**src/rtl/cortex_m0_pkg.sv**
```systemverilog
// Shared definitions for the Cortex-M0 style register file: widths,
// architectural register indices and the register-index type.
package cortex_m0_pkg;

    localparam int DATA_W_DEFAULT = 32;
    localparam int NUM_REGS       = 16;

    typedef logic [3:0] reg_idx_t;

    localparam reg_idx_t REG_SP = 4'd13;
    localparam reg_idx_t REG_LR = 4'd14;
    localparam reg_idx_t REG_PC = 4'd15;

endpackage : cortex_m0_pkg

```
**src/rtl/cortex_m0_rf_read_port.sv**
```systemverilog
// One combinational read port of the register file: a 16:1 mux over the
// stored register image, selected by a 4-bit register index.
module cortex_m0_rf_read_port
    import cortex_m0_pkg::*;
#(
    parameter int DATA_W = DATA_W_DEFAULT
) (
    input  logic [NUM_REGS-1:0][DATA_W-1:0] regs,
    input  reg_idx_t                        sel,
    output logic [DATA_W-1:0]               data
);

    // Every 4-bit index addresses a real register, so no out-of-range path exists.
    always_comb begin
        data = regs[sel];
    end

endmodule : cortex_m0_rf_read_port

```
**src/rtl/cortex_m0_register_file.sv**
```systemverilog
// Cortex-M0 style 16-entry register file: one write port with SP/PC
// alignment, two combinational read ports and direct architectural views.
module cortex_m0_register_file
    import cortex_m0_pkg::*;
#(
    parameter int                 DATA_W   = DATA_W_DEFAULT,
    parameter logic [DATA_W-1:0]  SP_RESET = {DATA_W{1'b0}},
    parameter logic [DATA_W-1:0]  PC_RESET = {DATA_W{1'b0}}
) (
    input  logic              clk,
    input  logic              rst_n,
    input  reg_idx_t          read_register_1,
    input  reg_idx_t          read_register_2,
    input  reg_idx_t          write_register,
    input  logic              write_enable,
    input  logic [DATA_W-1:0] write_data,
    output logic [DATA_W-1:0] read_data_1,
    output logic [DATA_W-1:0] read_data_2,
    output logic [DATA_W-1:0] R0,
    output logic [DATA_W-1:0] R1,
    output logic [DATA_W-1:0] R2,
    output logic [DATA_W-1:0] R3,
    output logic [DATA_W-1:0] R4,
    output logic [DATA_W-1:0] R5,
    output logic [DATA_W-1:0] R6,
    output logic [DATA_W-1:0] R7,
    output logic [DATA_W-1:0] R8,
    output logic [DATA_W-1:0] R9,
    output logic [DATA_W-1:0] R10,
    output logic [DATA_W-1:0] R11,
    output logic [DATA_W-1:0] R12,
    output logic [DATA_W-1:0] SP,
    output logic [DATA_W-1:0] PC
);

    // Reset images carry the same alignment that a software write would get.
    localparam logic [DATA_W-1:0] SP_RESET_ALIGNED = {SP_RESET[DATA_W-1:2], 2'b00};
    localparam logic [DATA_W-1:0] PC_RESET_ALIGNED = {PC_RESET[DATA_W-1:1], 1'b0};

    logic [NUM_REGS-1:0][DATA_W-1:0] regs_r;
    logic [DATA_W-1:0]               wr_value_s;

    // Value actually stored: SP is word aligned, PC halfword aligned, others raw.
    always_comb begin
        wr_value_s = write_data;
        case (write_register)
            REG_SP:  wr_value_s = {write_data[DATA_W-1:2], 2'b00};
            REG_PC:  wr_value_s = {write_data[DATA_W-1:1], 1'b0};
            default: wr_value_s = write_data;
        endcase
    end

    // Register storage; reset wins over any write presented in the same cycle.
    always_ff @(posedge clk or negedge rst_n) begin
        if (!rst_n) begin
            regs_r         <= '0;
            regs_r[REG_SP] <= SP_RESET_ALIGNED;
            regs_r[REG_PC] <= PC_RESET_ALIGNED;
        end else if (write_enable) begin
            regs_r[write_register] <= wr_value_s;
        end
    end

    cortex_m0_rf_read_port #(
        .DATA_W (DATA_W)
    ) u_read_port_1 (
        .regs (regs_r),
        .sel  (read_register_1),
        .data (read_data_1)
    );

    cortex_m0_rf_read_port #(
        .DATA_W (DATA_W)
    ) u_read_port_2 (
        .regs (regs_r),
        .sel  (read_register_2),
        .data (read_data_2)
    );

    // LR (index 14) deliberately has no view port; it is reachable via the read ports only.
    assign R0  = regs_r[0];
    assign R1  = regs_r[1];
    assign R2  = regs_r[2];
    assign R3  = regs_r[3];
    assign R4  = regs_r[4];
    assign R5  = regs_r[5];
    assign R6  = regs_r[6];
    assign R7  = regs_r[7];
    assign R8  = regs_r[8];
    assign R9  = regs_r[9];
    assign R10 = regs_r[10];
    assign R11 = regs_r[11];
    assign R12 = regs_r[12];
    assign SP  = regs_r[REG_SP];
    assign PC  = regs_r[REG_PC];

endmodule : cortex_m0_register_file

```
**config.mk**
```make
export PLATFORM = sky130hd
export DESIGN_NAME = cortex_m0_register_file
export DESIGN_NICKNAME = d
export VERILOG_FILES = /design/src/rtl/cortex_m0_pkg.sv /design/src/rtl/cortex_m0_rf_read_port.sv /design/src/rtl/cortex_m0_register_file.sv
export SDC_FILE = /design/constraint.sdc
export NUM_CORES = 1
export LEC_CHECK = 0
export BUFFER_PORTS_ARGS = -buffer_cell sky130_fd_sc_hd__buf_2
export CAP_MARGIN = 25
export CORE_MARGIN = 2
export CORE_UTILIZATION = 50
export CTS_BUF_LIST = sky130_fd_sc_hd__clkbuf_8
export DETAILED_ROUTE_END_ITERATION = 16
export PLACE_DENSITY = 0.78
export SLEW_MARGIN = 10
export SYNTH_ARGS = -nofsm -noshare
export SYNTH_HDL_FRONTEND = slang
export SYNTH_SLANG_ARGS = --single-unit
```
**constraint.sdc**
```tcl
create_clock -name clk -period 2.52 [get_ports clk]
set_input_delay 0 -clock clk [delete_from_list [all_inputs] [get_ports clk]]
set_output_delay 0 -clock clk [all_outputs]
set_load 0.01 [all_outputs]
```
* Yosys cells after proc, flatten, opt, wreduce, memory -nomap -nowiden
Index checks and enable logic that the tools add are counted.
Cells by class: equality and inequality tests 2, reductions and logical operators 1, order comparisons 4, mux-type cells 8
Operators with widths (number):
- 512-bit bitwise mux | 1
- 32-bit binary-select mux with 4-bit select | 2
- 32-bit demux with 4-bit select | 1
- 32-bit 2-to-1 mux | 3
- 4-bit by 5-bit less-than comparator with 1-bit output, second input constant | 3
- 4-bit equality test, second input constant | 2
- 4-bit by 1-bit >= comparator with 1-bit output, second input constant | 1
- 2-bit case mux with 2 select lines | 1
- 1-bit logical AND | 1
Word-level totals: logic and storage cells 31, input bits 47, register bits after elaboration 512

* Longest topological paths before layout
depth in word-level cells 5, depth in mapped cells 5, mapped depth without buffers 3

* Hierarchy
A second synthesis with hierarchy kept.
Unflattened totals: cell total of the unflattened synthesis 2160, area total of the unflattened synthesis 30157.7 sq um
Modules (own cells, without submodules):
- cortex_m0_register_file | area each 22700.5 sq um, times used 1, cells an instance 1618, seq. area each 12812.3 sq um
- cortex_m0_rf_read_port | area each 3728.6 sq um, times used 2, cells an instance 271, seq. area each 0.0 sq um

* Worst setup path before layout
No wires, ideal clock.
path type input port to output port, start point input read_register_1[0], end point output read_data_1[11], slack 1.170 ns, data arrival time 1.350 ns, required time 2.520 ns, cell stages on the path 5, buffers on the path 2, cells stage by stage buf_2 -> buf_2 -> mux4_2 -> a22oi_1 -> nand2_1
On the way: longest elaborated chain between the ends 2
Ends and longest elaborated chain:
- start, declared | line cortex_m0_register_file.sv:12 | input reg_idx_t read_register_1,
- 32-bit binary-select mux with 4-bit select | line cortex_m0_rf_read_port.sv:15 | data = regs[sel];
- 32-bit 2-to-1 mux (implied by the code) | line cortex_m0_rf_read_port.sv:15
- end, declared | line cortex_m0_register_file.sv:17 | output logic [DATA_W-1:0] read_data_1,
No other way between the ends. The select of a mux whose other input is x is not followed.

* Worst setup path in the final report
start point register regs_r (netlist bit R11[3]), end point output read_data_1[3]
On the way: longest elaborated chain between the ends 2
Ends and longest elaborated chain:
- start, declared | line cortex_m0_register_file.sv:40 | logic [NUM_REGS-1:0][DATA_W-1:0] regs_r;
- start signal, assigned by index | line cortex_m0_register_file.sv:60 | regs_r[write_register] <= wr_value_s;
- 32-bit binary-select mux with 4-bit select | line cortex_m0_rf_read_port.sv:15
- 32-bit 2-to-1 mux (implied by the code) | line cortex_m0_rf_read_port.sv:15
No other way between the ends. The select of a mux whose other input is x is not followed.

==> impl_summary.log <==
INFO  metric worstHoldPathType = in -> async
INFO  metric post-dp-hpwl = 67.0 mm
INFO  metric cts_root_buffer = clkbuf_8
INFO  metric rsz0062_at_grt = false
INFO  metric worst_clock_skew = 0 ns
INFO  metric setup_slack = 0.0771 ns
INFO  metric synth_adder_area_share = 0%
INFO  metric ys_seq_elements = 512
INFO  metric path_max_fanout = 4
INFO  metric r2r_cells = 1
INFO  metric portBuffers = 590
INFO  metric synth_area_in_simple_gates = 1.57%
INFO  metric drv_slew = 0
INFO  metric drt_first_pass_iters = 5
INFO  metric vias_per_cell = 6.42
INFO  metric initial_utilization = 50.8%
INFO  metric report.power.total = 28.9 mW
INFO  metric fp.coreArea = 59200 µm²
INFO  metric cap_violations = 0
INFO  metric status = finished, final reports clean
INFO  metric clock-sinks = 512
INFO  metric nNetsFinal = 2358
INFO  metric fp-row-count = 89
INFO  metric critical_path_required = 2.52 ns
INFO  metric synth_cell_type_count = 26
INFO  metric die_x = 249 µm
INFO  metric ant_nets = 0
INFO  metric grt_first_pass_wirelength = 146 mm
INFO  metric growth_of_design_area_from_synthesis_to_finish = 9.43%
INFO  metric syn_area = 30100 µm²
INFO  metric clkTransAtPathRegs = 0.06 ns
INFO  metric final_layout_size_suffix_gt1_share = 64.9%
INFO  metric fin_crit = 2.44 ns
INFO  metric synthesis.instances = 2160
INFO  metric cts_inserted_buffers = 89
INFO  metric synth_compound_gate_area_share = 3.25%
INFO  metric postSynthNetCount = 2207
INFO  metric antenna_found_initial = 8
INFO  metric final.period_utilization = 96.9%
INFO  metric synth_area_per_cell = 13.9 µm²
INFO  metric grt_usage = 31.6%
INFO  metric worst_case_setup_slack_after_placement = 0.606 ns
INFO  metric grt_overflow = 0
INFO  metric critical_path_class = reg -> out
INFO  metric ys_top_cells_by_area = dfrtp_1 43%, mux4_2 19%, mux2_2 17%
INFO  metric total_cell_area_at_the_placement_stage = 30800 µm²
INFO  metric worst_ir_drop_on_vdd = 0.535 mV
INFO  metric largest_family_of_logic_cells_by_synthesized_area = multiplexers
INFO  metric fin_worst_hold_slack = 0.0757 ns
INFO  metric worst_ep_arrival_time = 2.44 ns
INFO  metric setup_total_negative_slack = 0 ns
INFO  metric cts_setup_buffers = 0
INFO  metric area_of_the_die = 62200 µm²
INFO  metric worst_skew_pair.late_latency = 0.67 ns
INFO  metric synth.top_cell.area_share = 42.6%
INFO  metric first_iter_violations = 1969
INFO  metric dr_total_vias = 20300
INFO  metric timing.fmax = 409 MHz
INFO  metric ctsLongestPathBuffers = 3
INFO  metric die_y = 249 µm
INFO  metric totalWireLength = 98.3 mm
INFO  metric synthXorXnorAreaFrac = 0%
INFO  metric setup_viol = 0
INFO  metric synth.yosys.seq_area_share = 42.6%
INFO  metric yosysWarningCount = 0
INFO  metric power_density = 877 nW/µm²
INFO  metric max-slew-margin-rel = 29.8%
INFO  metric tritoncts = done
INFO  metric nFillCells = 4743
INFO  metric synth_mux_area_share = 38.2%
INFO  metric gp_congestion = 0.942
INFO  metric startpoint_type = flip-flop
INFO  metric timing.critical_path.to_type = output pin
INFO  metric yosys.area.top_type = dfrtp_1
INFO  metric stdcell_area = 32900 µm²
INFO  metric drt_drc = 0
INFO  metric htreeDepth = 3
INFO  metric route.detailed.wl_per_inst = 31.2 µm
INFO  metric transition_time_at_the_pin_with_the_least_slew_margin = 1.05 ns
INFO  metric num_io_pins = 591
INFO  metric leakage_power_summed_over_all_cells = 15.0 nW
INFO  metric first_global_vias = 21300
INFO  metric finalHoldViolCount = 0
INFO  metric grt_start_max_net_pins = 89
-- worst max-delay path, stage by stage, from the launching register on --
cell and delay (ns):
dfrtp_1 0.41, mux4_2 0.48, a22oi_1 0.53, nand2_1 0.16, buf_2 0.19
-- through the flow --
stage               utilization [%]  instances
finish                         55.6       3154
floorplan                         -       2160
global placement               52.1       2961
CTS                            55.6       3149
global route                   55.6       3152
detailed placement             52.1       2961
-- synthesized netlist by cell type (all sizes together) --
cell type and n:
buf 559, dfrtp 512, mux2 509, mux4 256, a22oi 128, clkbuf 91
nand2 68, nor2 8, nor2b 8, nand3 3, nor3 3, nor3b 3
and2 2, nand2b 2, nand3b 2, and3 1, and4b 1, inv 1
nor4 1, o21a 1, o31a 1
-- routing by layer --
metal  part of all wire [%]  vias up  global-route usage (%)
li1                       -     7876                       -
met1                     37    10600                    39.7
met2                     47     1422                    49.6
met3                     12      314                    11.1
met4                    4.8        6                    13.9
met5                  0.042        -                       0
-- what timing repair did --
item / CTS / global route
hold buffers: 32 / 0
gates resized for setup: 0 / 0
hold endpoints to repair: 957 / 0
-- cell type report --
| class | count | area (µm²) | share of cell area, % |
|---|---|---|---|
| repair buffers | 710 | 4310 | 13.1 |
| clock inverters | 47 | 248 | 0.752 |
| multi-input cells | 997 | 13100 | 39.7 |
| clock buffers | 109 | 1500 | 4.56 |
| flip-flops and latches | 512 | 12800 | 38.9 |
| inverters | 1 | 3.75 | 0.0114 |
| well taps | 773 | 967 | 2.94 |
| diodes | 5 | 12.5 | 0.0380 |
-- sequential cells by signal, summed over array words and instances (netlist names) --
| register | count |
|---|---|
| PC | 32 |
| R0 | 32 |
| R1 | 32 |
| R10 | 32 |
| R11 | 32 |
| R12 | 32 |
| R2 | 32 |
| R3 | 32 |
| R4 | 32 |
| R5 | 32 |
| R6 | 32 |
| R7 | 32 |
| R8 | 32 |
| R9 | 32 |
| SP | 32 |
| regs_r | 32 |
-- kinds of logic after synthesis --
kind of cell	count (synthesis)
simple gates	102
mux	765
compound gates	130
flops	512
buf+inv	651
-- power by group --
| part | internal (mW) | switching, mW | total (mW) |
|---|---|---|---|
| Clock | 4.01 | 3.52 | 7.53 |
| Combinational | 4.76 | 4.19 | 8.94 |
| Sequential | 10.1 | 2.26 | 12.4 |
-- worst paths after layout --
path	to	slack [ns]	from
worst max-delay path	read_data_1[3]	0.08	R11[3]$_DFFE_PN0P_
worst min-delay path	R5[29]$_DFFE_PN0P_	0.08	rst_n
worst max register to register	R5[6]$_DFFE_PN0P_	1.62	R5[6]$_DFFE_PN0P_
worst min register to register	regs_r[465]$_DFFE_PN0P_	0.53	regs_r[465]$_DFFE_PN0P_
max in group asynchronous	R7[15]$_DFFE_PN0P_	1.85	rst_n
min in group clk	R5[0]$_DFFE_PN0P_	0.10	write_data[0]
-- layout by cell type, fill, tap and decap left out, drive strengths merged --
cell type	netlist	routed
a22oi	128	128
and2	2	2
and3	1	1
and4b	1	1
buf	559	679
bufinv	0	1
clkbuf	91	109
clkinv	0	11
clkinvlp	0	2
dfrtp	512	512
diode	0	5
dlygate4sd3	0	31
inv	1	34
mux2	509	509
mux4	256	256
nand2	68	68
nand2b	2	2
nand3	3	3
nand3b	2	2
nor2	8	8
nor2b	8	8
nor3	3	3
nor3b	3	3
nor4	1	1
o21a	1	1
o31a	1	1
No activity file was read; power rests on OpenSTA's default activity.
